`src/rtl/sha0_pkg.sv`:
```
// Shared types and constants for the SHA-0 job arbiter slice.
package sha0_pkg;

    localparam int SHA0_DIGEST_W = 160;
    localparam int SHA0_MAX_LEN  = 64;

    typedef logic [SHA0_DIGEST_W-1:0] digest_t;

    typedef logic [2:0] state_t;
    localparam state_t S_IDLE   = 3'd0;
    localparam state_t S_START  = 3'd1;
    localparam state_t S_STREAM = 3'd2;
    localparam state_t S_WAIT   = 3'd3;
    localparam state_t S_RESP   = 3'd4;

endpackage

```
`src/rtl/sha0_job_arbiter_rr.sv`:
```
// Combinational round-robin picker: first request at or after ptr, wrapping.
module rr_arbiter #(
    parameter int NREQ = 4,
    parameter int IDW  = (NREQ > 1) ? $clog2(NREQ) : 1
) (
    input  logic [NREQ-1:0] req,
    input  logic [IDW-1:0]  ptr,
    output logic [NREQ-1:0] grant,
    output logic [IDW-1:0]  id,
    output logic            any
);

    logic [IDW-1:0] idx;

    always_comb begin
        grant = '0;
        id    = '0;
        any   = 1'b0;
        idx   = '0;
        for (int unsigned i = 0; i < NREQ; i++) begin
            idx = IDW'((32'(ptr) + i) % NREQ);
            if (!any && req[idx]) begin
                any        = 1'b1;
                grant[idx] = 1'b1;
                id         = idx;
            end
        end
    end

endmodule

```
`src/rtl/sha0_job_arbiter.sv`:
```
// Shares one sha0_core among NREQ requesters: round-robin grant, byte streaming,
// digest return tagged with requester id, watchdog abort.
module sha0_job_arbiter
    import sha0_pkg::*;
#(
    parameter int NREQ    = 4,
    parameter int MAX_LEN = SHA0_MAX_LEN,
    parameter int TIMEOUT = 4096
) (
    input  logic                     clk,
    input  logic                     rst_n,
    input  logic [NREQ-1:0]          req_valid,
    input  logic [16*NREQ-1:0]       req_len,
    output logic [NREQ-1:0]          req_ready,
    input  logic [NREQ-1:0]          req_dvalid,
    input  logic [8*NREQ-1:0]        req_data,
    output logic [NREQ-1:0]          req_dready,
    output logic                     resp_valid,
    input  logic                     resp_ready,
    output logic [$clog2(NREQ)-1:0]  resp_id,
    output logic [SHA0_DIGEST_W-1:0] resp_digest,
    output logic                     resp_err,
    output logic                     core_start,
    output logic [15:0]              core_msg_len,
    input  logic                     core_busy,
    output logic                     core_in_valid,
    output logic [7:0]               core_in_data,
    input  logic                     core_in_ready,
    input  logic                     core_digest_valid,
    input  logic [31:0]              core_digest0,
    input  logic [31:0]              core_digest1,
    input  logic [31:0]              core_digest2,
    input  logic [31:0]              core_digest3,
    input  logic [31:0]              core_digest4
);

    localparam int IDW = $clog2(NREQ);
    localparam int WDW = $clog2(TIMEOUT + 1);
    localparam logic [15:0] MAX_LEN16 = 16'(MAX_LEN);

    state_t          state;
    logic [IDW-1:0]  id_q;
    logic [IDW-1:0]  rr_ptr;
    logic [NREQ-1:0] own_q;
    logic [15:0]     len_q;
    logic [15:0]     cnt;
    logic [WDW-1:0]  wd;

    logic [NREQ-1:0] gnt_onehot;
    logic [IDW-1:0]  gnt_id;
    logic            gnt_any;
    logic [15:0]     sel_len;
    logic [7:0]      sel_data;
    logic            xfer;
    logic            timeout;

    rr_arbiter #(.NREQ(NREQ), .IDW(IDW)) u_rr (
        .req   (req_valid),
        .ptr   (rr_ptr),
        .grant (gnt_onehot),
        .id    (gnt_id),
        .any   (gnt_any)
    );

    always_comb begin
        sel_len  = '0;
        sel_data = '0;
        for (int unsigned i = 0; i < NREQ; i++) begin
            if (IDW'(i) == gnt_id) sel_len  = req_len[16*i +: 16];
            if (IDW'(i) == id_q)   sel_data = req_data[8*i +: 8];
        end
    end

    // own_q masks every per-requester output so non-granted lanes stay quiet
    assign core_start    = (state == S_START);
    assign core_msg_len  = len_q;
    assign core_in_valid = (state == S_STREAM) && (|(req_dvalid & own_q)) && (cnt < len_q);
    assign core_in_data  = (state == S_STREAM) ? sel_data : '0;
    assign xfer          = core_in_valid && core_in_ready;
    assign req_dready    = xfer ? own_q : '0;
    assign req_ready     = (state == S_START) ? own_q : '0;
    assign resp_valid    = (state == S_RESP);
    assign resp_id       = id_q;
    assign timeout       = (wd == WDW'(TIMEOUT - 1));

    always_ff @(posedge clk or negedge rst_n) begin
        if (!rst_n) begin
            state       <= S_IDLE;
            id_q        <= '0;
            rr_ptr      <= '0;
            own_q       <= '0;
            len_q       <= '0;
            cnt         <= '0;
            wd          <= '0;
            resp_digest <= '0;
            resp_err    <= 1'b0;
        end else begin
            case (state)
                S_IDLE: begin
                    if (gnt_any && !core_busy) begin
                        id_q  <= gnt_id;
                        own_q <= gnt_onehot;
                        len_q <= (sel_len > MAX_LEN16) ? MAX_LEN16 : sel_len;
                        wd    <= '0;
                        state <= S_START;
                    end
                end
                S_START: begin
                    cnt   <= '0;
                    wd    <= wd + WDW'(1);
                    state <= (len_q == 16'd0) ? S_WAIT : S_STREAM;
                end
                S_STREAM: begin
                    wd <= wd + WDW'(1);
                    if (xfer) cnt <= cnt + 16'd1;
                    if (timeout) begin
                        resp_digest <= '0;
                        resp_err    <= 1'b1;
                        state       <= S_RESP;
                    end else if (xfer && (cnt + 16'd1 == len_q)) begin
                        state <= S_WAIT;
                    end
                end
                S_WAIT: begin
                    wd <= wd + WDW'(1);
                    // a digest arriving on the timeout cycle still wins
                    if (core_digest_valid) begin
                        resp_digest <= {core_digest0, core_digest1, core_digest2,
                                        core_digest3, core_digest4};
                        resp_err    <= 1'b0;
                        state       <= S_RESP;
                    end else if (timeout) begin
                        resp_digest <= '0;
                        resp_err    <= 1'b1;
                        state       <= S_RESP;
                    end
                end
                S_RESP: begin
                    if (resp_ready) begin
                        rr_ptr <= (id_q == IDW'(NREQ - 1)) ? '0 : id_q + IDW'(1);
                        state  <= S_IDLE;
                    end
                end
                default: state <= S_IDLE;
            endcase
        end
    end

endmodule

```
`config.mk`:
```
export PLATFORM = sky130hd
export DESIGN_NAME = sha0_job_arbiter
export DESIGN_NICKNAME = d
export VERILOG_FILES = /design/src/rtl/sha0_pkg.sv /design/src/rtl/sha0_job_arbiter_rr.sv /design/src/rtl/sha0_job_arbiter.sv
export SDC_FILE = /design/constraint.sdc
export NUM_CORES = 1
export LEC_CHECK = 0
export ABC_AREA = 1
export BUFFER_PORTS_ARGS = -buffer_cell sky130_fd_sc_hd__clkbuf_2
export CORE_AREA = 2 2 184 186
export CTS_CLUSTER_SIZE = 8
export DETAILED_ROUTE_END_ITERATION = 16
export DIE_AREA = 0 0 186 188
export PLACE_DENSITY = 0.63
export SYNTH_ARGS = -nofsm -noshare
export SYNTH_HDL_FRONTEND = slang
export SYNTH_HIERARCHICAL = 1
export SYNTH_SLANG_ARGS = --single-unit
export TNS_END_PERCENT = 20
```
`constraint.sdc`:
```
create_clock -name clk -period 5.2 [get_ports clk]
set_input_delay 0.52 -clock clk [delete_from_list [all_inputs] [get_ports clk]]
set_output_delay 0.52 -clock clk [all_outputs]
set_load 0.02 [all_outputs]
```
==> report_table.html, run 1 <==
<table>
<tr><th>Metric</th><th>Value</th></tr>
<tr><th colspan="2">Outcome</th></tr>
<tr><td>Result of the run</td><td>finished, final reports clean</td></tr>
<tr><th colspan="2">Synthesis</th></tr>
<tr><td>Primary FF master, synth</td><td>sky130_fd_sc_hd__dfrtp_1</td></tr>
<tr><td>Average instance area after synthesis</td><td>8.68 sq um</td></tr>
<tr><td>Number of synthesized register bits</td><td>217</td></tr>
<tr><td>Gate count after technology mapping</td><td>1,422</td></tr>
<tr><td>Syn Std Cell Area</td><td>12,300 sq um</td></tr>
<tr><td>Number of enable flip-flop cells after synthesis</td><td>0</td></tr>
<tr><td>Net count after synthesis</td><td>1,719</td></tr>
<tr><td>Synthesis Warnings</td><td>6</td></tr>
<tr><td>Share of synthesized area occupied by flip-flops and latches</td><td>44.0%</td></tr>
<tr><td>Share of synthesized flip-flops with an asynchronous set or reset</td><td>100%</td></tr>
<tr><td>Post-synthesis cell type count</td><td>47</td></tr>
<tr><th colspan="2">Route</th></tr>
<tr><td>Number of antenna-violating nets in the routed design</td><td>0</td></tr>
<tr><td>DR WL/cell</td><td>16.7 microns</td></tr>
<tr><td>Detailed Route WL</td><td>38,700 microns</td></tr>
<tr><td>First drt pass iteration count</td><td>5</td></tr>
<tr><td>Vias per inst</td><td>4.89</td></tr>
<tr><td>Drt drc</td><td>0</td></tr>
<tr><td>1st-iter DRT viols</td><td>555</td></tr>
<tr><td>Via total after detailed routing</td><td>11,300</td></tr>
<tr><th colspan="2">Placed design</th></tr>
<tr><td>Cell area after placement</td><td>15,000 sq um</td></tr>
<tr><td>Placed insts</td><td>2,274</td></tr>
<tr><td>GP Congestion</td><td>0.940</td></tr>
<tr><td>Detailed placement HPWL</td><td>28,600 microns</td></tr>
<tr><td>Port Buf Inserts</td><td>467</td></tr>
<tr><th colspan="2">Floorplanning</th></tr>
<tr><td>Top Ports</td><td>468</td></tr>
<tr><td>Floorplan die area</td><td>35,000 sq um</td></tr>
<tr><td>CORE AREA</td><td>33,100 sq um</td></tr>
<tr><td>Effective utilization at floorplan</td><td>37.3%</td></tr>
<tr><td>Count of standard-cell rows</td><td>67</td></tr>
<tr><td>Chip Width</td><td>186 microns</td></tr>
<tr><td>Y dimension of the die</td><td>188 microns</td></tr>
<tr><th colspan="2">CTS</th></tr>
<tr><td>Cells resized by post-CTS repair</td><td>0</td></tr>
<tr><td>Htree depth</td><td>1</td></tr>
<tr><td>Buffer levels on the longest clock path</td><td>3</td></tr>
<tr><td>Post-CTS Repair Setup Buffers</td><td>0</td></tr>
<tr><td>TritonCTS buffer count</td><td>31</td></tr>
<tr><td>Clock tree root buffer cell</td><td>sky130_fd_sc_hd__clkbuf_16</td></tr>
<tr><td>Cts-stage hold buffer count</td><td>0</td></tr>
<tr><td>Clock sink count</td><td>217</td></tr>
<tr><td>Clock edge transition at the registers on the reported setup and hold paths</td><td>0.05 ns</td></tr>
<tr><td>Clock insertion delay at the later pin of the skew report</td><td>0.55 ns</td></tr>
<tr><td>Clock tree from TritonCTS</td><td>done</td></tr>
<tr><th colspan="2">Job</th></tr>
<tr><td>Number of max-cap violations</td><td>0</td></tr>
<tr><th colspan="2">Min path</th></tr>
<tr><td>Hold crit path type</td><td>primary input to asynchronous set/reset pin</td></tr>
<tr><th colspan="2">Worst setup path</th></tr>
<tr><td>Crit path max fanout</td><td>15</td></tr>
<tr><td>Critical path start-end classification</td><td>flip-flop to flip-flop</td></tr>
<tr><td>Longest individual stage delay on the worst path</td><td>0.53 ns</td></tr>
<tr><td>Worst path required time</td><td>5.68 ns</td></tr>
<tr><td>Worst path bufs/invs</td><td>4</td></tr>
<tr><td>Critical-path cell list</td><td>inv_2 &gt; ha_1 &gt; inv_1 &gt; nand3_1 &gt; nand2_1 &gt; nor2_1 &gt; a21oi_1 &gt; nand3_1 &gt; inv_1 &gt; nand2_1 &gt; inv_1 &gt; nand2_1 &gt; nand3_1 &gt; a211oi_1 &gt; nand2_1 &gt; nor3_1 &gt; nand4_1 &gt; nand2_1</td></tr>
<tr><td>Cell with the most instances on the worst path</td><td>sky130_fd_sc_hd__nand2_1</td></tr>
<tr><td>Endpoint type of the worst setup path</td><td>flip-flop</td></tr>
<tr><td>Category of the worst setup path launch point</td><td>flip-flop</td></tr>
<tr><td>Slowest-stage cell, CP</td><td>sky130_fd_sc_hd__dfrtp_1</td></tr>
<tr><td>Delay-heaviest family, CP</td><td>simple AND/OR/NAND/NOR gates</td></tr>
<tr><td>Crit path DAT</td><td>4.32 ns</td></tr>
<tr><th colspan="2">Global routing</th></tr>
<tr><td>First-pass GRT wire length</td><td>60,000 microns</td></tr>
<tr><td>Global route total overflow</td><td>0</td></tr>
<tr><td>Maximum number of pins on one net before global-route repair</td><td>162</td></tr>
<tr><td>Initial antenna violation count</td><td>3</td></tr>
<tr><td>Vias in the first global route</td><td>11,100</td></tr>
<tr><td>Tot GR Track Use</td><td>21.7%</td></tr>
<tr><th colspan="2">Cells and area</th></tr>
<tr><td>Non-filler cells in the finished layout</td><td>2,313</td></tr>
<tr><td>Proportion of layout cells with a drive suffix above 1</td><td>46.0%</td></tr>
<tr><td>Leading cell type in the layout, fill and taps excluded</td><td>sky130_fd_sc_hd__clkbuf_2</td></tr>
<tr><td>Area growth, synth to finish</td><td>28.0%</td></tr>
<tr><td>Final net count</td><td>2,156</td></tr>
<tr><td>Count of filler cells inserted in the layout</td><td>3,260</td></tr>
<tr><td>Area of all placed cells without fillers</td><td>15,800 sq um</td></tr>
<tr><td>Commonest cells after routing, fill and taps aside</td><td>sky130_fd_sc_hd__clkbuf_2 (466), sky130_fd_sc_hd__dfrtp_1 (217), sky130_fd_sc_hd__nand2_1 (194)</td></tr>
<tr><th colspan="2">STA</th></tr>
<tr><td>Transition time at the pin with the least slew margin</td><td>1.16 ns</td></tr>
<tr><td>Clock period minus final worst setup slack</td><td>3.84 ns</td></tr>
<tr><td>Max-slew violation count</td><td>0</td></tr>
<tr><td>Endpoints failing setup</td><td>0</td></tr>
<tr><td>Maximum operating frequency</td><td>261 MHz</td></tr>
<tr><td>Hold slack</td><td>0.0374 ns</td></tr>
<tr><td>Slew HR</td><td>22.5%</td></tr>
<tr><td>Worst setup skew after layout</td><td>0.0156 ns</td></tr>
<tr><td>Period Utilization, post-route</td><td>73.8%</td></tr>
<tr><td>Setup tns final</td><td>0 ns</td></tr>
<tr><td>Number of endpoints with negative hold slack in the final report</td><td>0</td></tr>
<tr><td>Setup repair after global routing missed its margin</td><td>no</td></tr>
<tr><th colspan="2">Power</th></tr>
<tr><td>Power per unit of standard cell area</td><td>604 nW/um^2</td></tr>
<tr><td>Sum of internal, switching and leakage power</td><td>9.54 mW</td></tr>
<tr><td>Maximum VDD drop</td><td>0.341 mV</td></tr>
<tr><td>Leakage</td><td>8.07 nW</td></tr>
</table>
[logic make-up after synthesis]
| logic type | share of synthesized area, % |
|---|---|
| and+or+nand+nor | 23.5 |
| buffers and inverters | 10.5 |
| AOI/OAI and AO/OA | 18.4 |
| DFF | 44.0 |
| adders and majority gates | 2.74 |
| xor gates and xnor gates | 0.730 |
| muxes | 0.0912 |
[stage by stage]
stage	worst slack [ns]	util, %
finish	1.36	47.7
global route	0.888	47.7
CTS	1.37	47.7
detailed placement	1.38	45.2
global placement	1.51	45.2
floorplan	2.18	-
[synth_stat cells (3+ instances only)]
master	number	share of area [%]
sky130_fd_sc_hd__a21boi_0	4	0.24
sky130_fd_sc_hd__a21oi_1	39	1.6
sky130_fd_sc_hd__buf_1	10	0.30
sky130_fd_sc_hd__buf_2	7	0.28
sky130_fd_sc_hd__buf_6	11	1.0
sky130_fd_sc_hd__clkbuf_1	40	1.2
sky130_fd_sc_hd__dfrtp_1	217	44
sky130_fd_sc_hd__ha_1	27	2.7
sky130_fd_sc_hd__inv_1	154	4.7
sky130_fd_sc_hd__inv_2	95	2.9
sky130_fd_sc_hd__nand2_1	194	5.9
sky130_fd_sc_hd__nand2_2	7	0.35
sky130_fd_sc_hd__nand3_1	73	3.0
sky130_fd_sc_hd__nand4_1	46	2.3
sky130_fd_sc_hd__nor2_1	82	2.5
sky130_fd_sc_hd__nor3_1	3	0.12
sky130_fd_sc_hd__nor4_1	6	0.30
sky130_fd_sc_hd__o211ai_1	72	4.4
sky130_fd_sc_hd__o211ai_2	89	9.0
sky130_fd_sc_hd__o21ai_0	42	1.7
sky130_fd_sc_hd__o21ai_1	4	0.16
sky130_fd_sc_hd__o31ai_1	10	0.61
sky130_fd_sc_hd__or2_1	11	0.56
sky130_fd_sc_hd__or2_2	149	7.6
sky130_fd_sc_hd__xor2_1	5	0.35
[layer usage]
| layer | vias up | part of all wire, % | global-route usage, % | wire length (microns) |
|---|---|---|---|---|
| met3 | 100 | 5.9 | 5.05 | 2280 |
| li1 | 5518 | - | - | - |
| met2 | 323 | 48 | 35.9 | 18600 |
| met1 | 5376 | 42 | 27.1 | 16100 |
| met4 | 4 | 4.4 | 8.99 | 1720 |
| met5 | - | 0.062 | 0 | 24 |
[final cells by class]
cell class                 instances  area, sq um  share of cell area [%]
inverter                         251          946                    5.99
tap                              448          561                    3.55
antenna                            1         2.50                  0.0158
clock inverter                     1         8.76                  0.0555
clock buffer                      37          808                    5.12
sequential                       217         5430                    34.4
timing repair buffer             473         2420                    15.3
multi-input combinational        885         5620                    35.6
[state kept, by name, indices dropped and copies added (netlist names)]
name	count
wd	13
resp_err	1
core_msg_len	16
own_q	4
cnt	16
state	3
resp_id	2
rr_ptr	2
resp_digest	160
[path summary, 6_finish.rpt]
path,from,cells past startpoint,end,slack [ns]
min in group clk,core_digest3[9],3,resp_digest[41],0.22
hold reg to reg,resp_err,2,resp_err,0.50
setup / recovery,rr_ptr[0],18,core_msg_len[4],1.36
hold / removal,rst_n,1,resp_digest[82],0.04
setup reg to reg,rr_ptr[0],18,core_msg_len[4],1.36
max in group asynchronous,rst_n,2,wd[11],3.84
[where the power goes]
group          switching (mW)  internal (mW)  total, mW
Combinational            3.13           1.77       4.90
Clock                   0.697           1.06       1.76
Sequential              0.479           2.40       2.88
(Power assumes the default switching activity.)
==> run 2, diff against run 1 <==
==> constraint.sdc (replaced) <==
create_clock -name clk -period 4 [get_ports clk]
set_input_delay 0.4 -clock clk [delete_from_list [all_inputs] [get_ports clk]]
set_output_delay 0.4 -clock clk [all_outputs]
set_load 0.02 [all_outputs]
==> report_table.html, run 2 (synthesis gave the netlist of run 1 again) <==
<table>
<tr><th>Metric</th><th>Value</th></tr>
<tr><th colspan="2">Outcome</th></tr>
<tr><td>Result of the run</td><td>finished, final reports clean</td></tr>
<tr><th colspan="2">Global routing</th></tr>
<tr><td>Maximum number of pins on one net before global-route repair</td><td>162</td></tr>
<tr><td>Initial antenna violation count</td><td>5</td></tr>
<tr><td>First-pass GRT wire length</td><td>61,300 microns</td></tr>
<tr><td>Global route total overflow</td><td>0</td></tr>
<tr><td>Tot GR Track Use</td><td>22.1%</td></tr>
<tr><td>Vias in the first global route</td><td>11,400</td></tr>
<tr><th colspan="2">Floorplanning</th></tr>
<tr><td>Floorplan die area</td><td>35,000 sq um</td></tr>
<tr><td>Chip Width</td><td>186 microns</td></tr>
<tr><td>Top Ports</td><td>468</td></tr>
<tr><td>Effective utilization at floorplan</td><td>37.3%</td></tr>
<tr><td>Count of standard-cell rows</td><td>67</td></tr>
<tr><td>CORE AREA</td><td>33,100 sq um</td></tr>
<tr><td>Y dimension of the die</td><td>188 microns</td></tr>
<tr><th colspan="2">Route</th></tr>
<tr><td>1st-iter DRT viols</td><td>684</td></tr>
<tr><td>Vias per inst</td><td>4.97</td></tr>
<tr><td>Number of antenna-violating nets in the routed design</td><td>0</td></tr>
<tr><td>First drt pass iteration count</td><td>4</td></tr>
<tr><td>DR WL/cell</td><td>16.9 microns</td></tr>
<tr><td>Via total after detailed routing</td><td>11,600</td></tr>
<tr><td>Detailed Route WL</td><td>39,400 microns</td></tr>
<tr><td>Drt drc</td><td>0</td></tr>
<tr><th colspan="2">Worst setup path</th></tr>
<tr><td>Critical-path cell list</td><td>inv_2 &gt; ha_1 &gt; inv_1 &gt; nand3_1 &gt; nand2_1 &gt; nor2_1 &gt; a21oi_1 &gt; nand3_1 &gt; inv_1 &gt; nor2_1 &gt; nand2_1 &gt; nand4_1 &gt; a211oi_1 &gt; nand2_1 &gt; nor3_1 &gt; buf_4 &gt; nand4_1 &gt; nand2_1</td></tr>
<tr><td>Slowest-stage cell, CP</td><td>sky130_fd_sc_hd__nor2_1</td></tr>
<tr><td>Crit path max fanout</td><td>15</td></tr>
<tr><td>Delay-heaviest family, CP</td><td>simple AND/OR/NAND/NOR gates</td></tr>
<tr><td>Category of the worst setup path launch point</td><td>flip-flop</td></tr>
<tr><td>Worst path bufs/invs</td><td>4</td></tr>
<tr><td>Number of cells on the worst reg-to-reg path</td><td>18</td></tr>
<tr><td>Crit path DAT</td><td>4.13 ns</td></tr>
<tr><td>Depth of the critical timing path with buffers and inverters included</td><td>18</td></tr>
<tr><td>Longest individual stage delay on the worst path</td><td>0.71 ns</td></tr>
<tr><td>Endpoint type of the worst setup path</td><td>flip-flop</td></tr>
<tr><td>Cell with the most instances on the worst path</td><td>sky130_fd_sc_hd__nand2_1</td></tr>
<tr><td>Worst path required time</td><td>4.39 ns</td></tr>
<tr><td>Critical path start-end classification</td><td>flip-flop to flip-flop</td></tr>
<tr><th colspan="2">CTS</th></tr>
<tr><td>Clock sink count</td><td>217</td></tr>
<tr><td>Buffer levels on the longest clock path</td><td>3</td></tr>
<tr><td>Clock tree from TritonCTS</td><td>done</td></tr>
<tr><td>Clock edge transition at the registers on the reported setup and hold paths</td><td>0.05 ns</td></tr>
<tr><td>Clock tree root buffer cell</td><td>sky130_fd_sc_hd__clkbuf_16</td></tr>
<tr><td>Clock insertion delay at the later pin of the skew report</td><td>0.52 ns</td></tr>
<tr><td>TritonCTS buffer count</td><td>34</td></tr>
<tr><td>Htree depth</td><td>2</td></tr>
<tr><th colspan="2">STA</th></tr>
<tr><td>Period Utilization, post-route</td><td>93.6%</td></tr>
<tr><td>Transition time at the pin with the least slew margin</td><td>1.18 ns</td></tr>
<tr><td>Setup tns final</td><td>0 ns</td></tr>
<tr><td>Endpoints failing setup</td><td>0</td></tr>
<tr><td>Clock period minus final worst setup slack</td><td>3.74 ns</td></tr>
<tr><td>Max-slew violation count</td><td>0</td></tr>
<tr><td>Slew HR</td><td>21.2%</td></tr>
<tr><td>Worst setup skew after layout</td><td>0.0215 ns</td></tr>
<tr><td>Hold slack</td><td>0.126 ns</td></tr>
<tr><td>Setup repair after global routing missed its margin</td><td>yes</td></tr>
<tr><td>Maximum operating frequency</td><td>267 MHz</td></tr>
<tr><td>Number of endpoints with negative hold slack in the final report</td><td>0</td></tr>
<tr><th colspan="2">Cells and area</th></tr>
<tr><td>Register with the most flip-flops</td><td>resp_digest</td></tr>
<tr><td>Non-filler cells in the finished layout</td><td>2,328</td></tr>
<tr><td>Commonest cells after routing, fill and taps aside</td><td>sky130_fd_sc_hd__clkbuf_2 (466), sky130_fd_sc_hd__dfrtp_1 (217), sky130_fd_sc_hd__nand2_1 (194)</td></tr>
<tr><td>Leading cell type in the layout, fill and taps excluded</td><td>sky130_fd_sc_hd__clkbuf_2</td></tr>
<tr><td>Area growth, synth to finish</td><td>29.6%</td></tr>
<tr><td>Flip-flop count of the largest register, all copies and words added</td><td>160</td></tr>
<tr><td>Proportion of layout cells with a drive suffix above 1</td><td>46.3%</td></tr>
<tr><td>Final net count</td><td>2,164</td></tr>
<tr><th colspan="2">Placed design</th></tr>
<tr><td>Port Buf Inserts</td><td>467</td></tr>
<tr><td>GP Congestion</td><td>0.917</td></tr>
<tr><td>Placed insts</td><td>2,278</td></tr>
<tr><td>Detailed placement HPWL</td><td>28,900 microns</td></tr>
<tr><th colspan="2">Power</th></tr>
<tr><td>Maximum VDD drop</td><td>0.422 mV</td></tr>
<tr><td>Power per unit of standard cell area</td><td>798 nW/um^2</td></tr>
<tr><td>Leakage</td><td>8.17 nW</td></tr>
<tr><td>Sum of internal, switching and leakage power</td><td>12.8 mW</td></tr>
<tr><th colspan="2">Job</th></tr>
<tr><td>Number of max-cap violations</td><td>0</td></tr>
<tr><th colspan="2">Min path</th></tr>
<tr><td>Hold Path Cell Cnt</td><td>3</td></tr>
<tr><td>Hold crit path type</td><td>primary input to flip-flop</td></tr>
</table>
-- run 2: path summary, 6_finish.rpt --
path	start	endpoint	slack, ns
max	rr_ptr[0]	core_msg_len[3]	0.26
min	core_digest3[15]	resp_digest[47]	0.13
max reg2reg	rr_ptr[0]	core_msg_len[3]	0.26
min reg2reg	resp_err	resp_err	0.49
max in group asynchronous	rst_n	cnt[13]	2.35
min in group asynchronous	rst_n	resp_digest[82]	0.53
-- run 2: what timing repair did --
action / CTS / global route
gates resized for setup: 0 / 1
endpoints found under the setup margin: 0 / 7
buffers inserted: 0 / 0
hold buffers: 1 / 0
endpoints found under the hold margin: 32 / 0
-- run 2: worst reg2reg max path, stage by stage, from the launching register on --
cell and delay, ns:
sky130_fd_sc_hd__dfrtp_1 0.53, sky130_fd_sc_hd__inv_2 0.18, sky130_fd_sc_hd__ha_1 0.41, sky130_fd_sc_hd__inv_1 0.11
sky130_fd_sc_hd__nand3_1 0.10, sky130_fd_sc_hd__nand2_1 0.05, sky130_fd_sc_hd__nor2_1 0.32, sky130_fd_sc_hd__a21oi_1 0.12
sky130_fd_sc_hd__nand3_1 0.17, sky130_fd_sc_hd__inv_1 0.10, sky130_fd_sc_hd__nor2_1 0.71, sky130_fd_sc_hd__nand2_1 0.16
sky130_fd_sc_hd__nand4_1 0.14, sky130_fd_sc_hd__a211oi_1 0.08, sky130_fd_sc_hd__nand2_1 0.09, sky130_fd_sc_hd__nor3_1 0.05
sky130_fd_sc_hd__buf_4 0.15, sky130_fd_sc_hd__nand4_1 0.09, sky130_fd_sc_hd__nand2_1 0.05
-- run 2: cell type report --
class,count,area (sq um)
Antenna cell,4,10.0
Clock buffer,41,897
Clock inverter,4,65.1
Fill cell,3209,17100
Inverter,251,946
Multi-Input combinational cell,885,5620
Sequential cell,217,5430
Tap cell,448,561
Timing Repair Buffer,478,2470
-- run 2: stage by stage --
| stage | area (sq um) | utilization (%) | setup slack (ns) |
|---|---|---|---|
| finish | 16000 | 48.3 | 0.256 |
| global route | 16000 | 48.3 | -0.154 |
| CTS | 16000 | 48.3 | 0.240 |
| detailed placement | 15000 | 45.3 | 0.275 |
| global placement | 15000 | 45.3 | 0.404 |
| floorplan | 12300 | - | 0.984 |
-- run 2: power by group --
part | internal [mW] | total, mW | switching [mW]
logic | 2.33 | 6.40 | 4.07
clock network | 1.58 | 2.61 | 1.03
registers | 3.12 | 3.76 | 0.640
total | 7.03 | 12.8 | 5.74
-- run 2: per-layer routing --
layer	wire length (microns)	vias to the layer above	GRT usage (%)
li1	-	5548	-
met1	15900	5538	27.5
met2	19100	393	35.9
met3	2760	94	5.90
met4	1560	2	9.78
met5	13	-	0
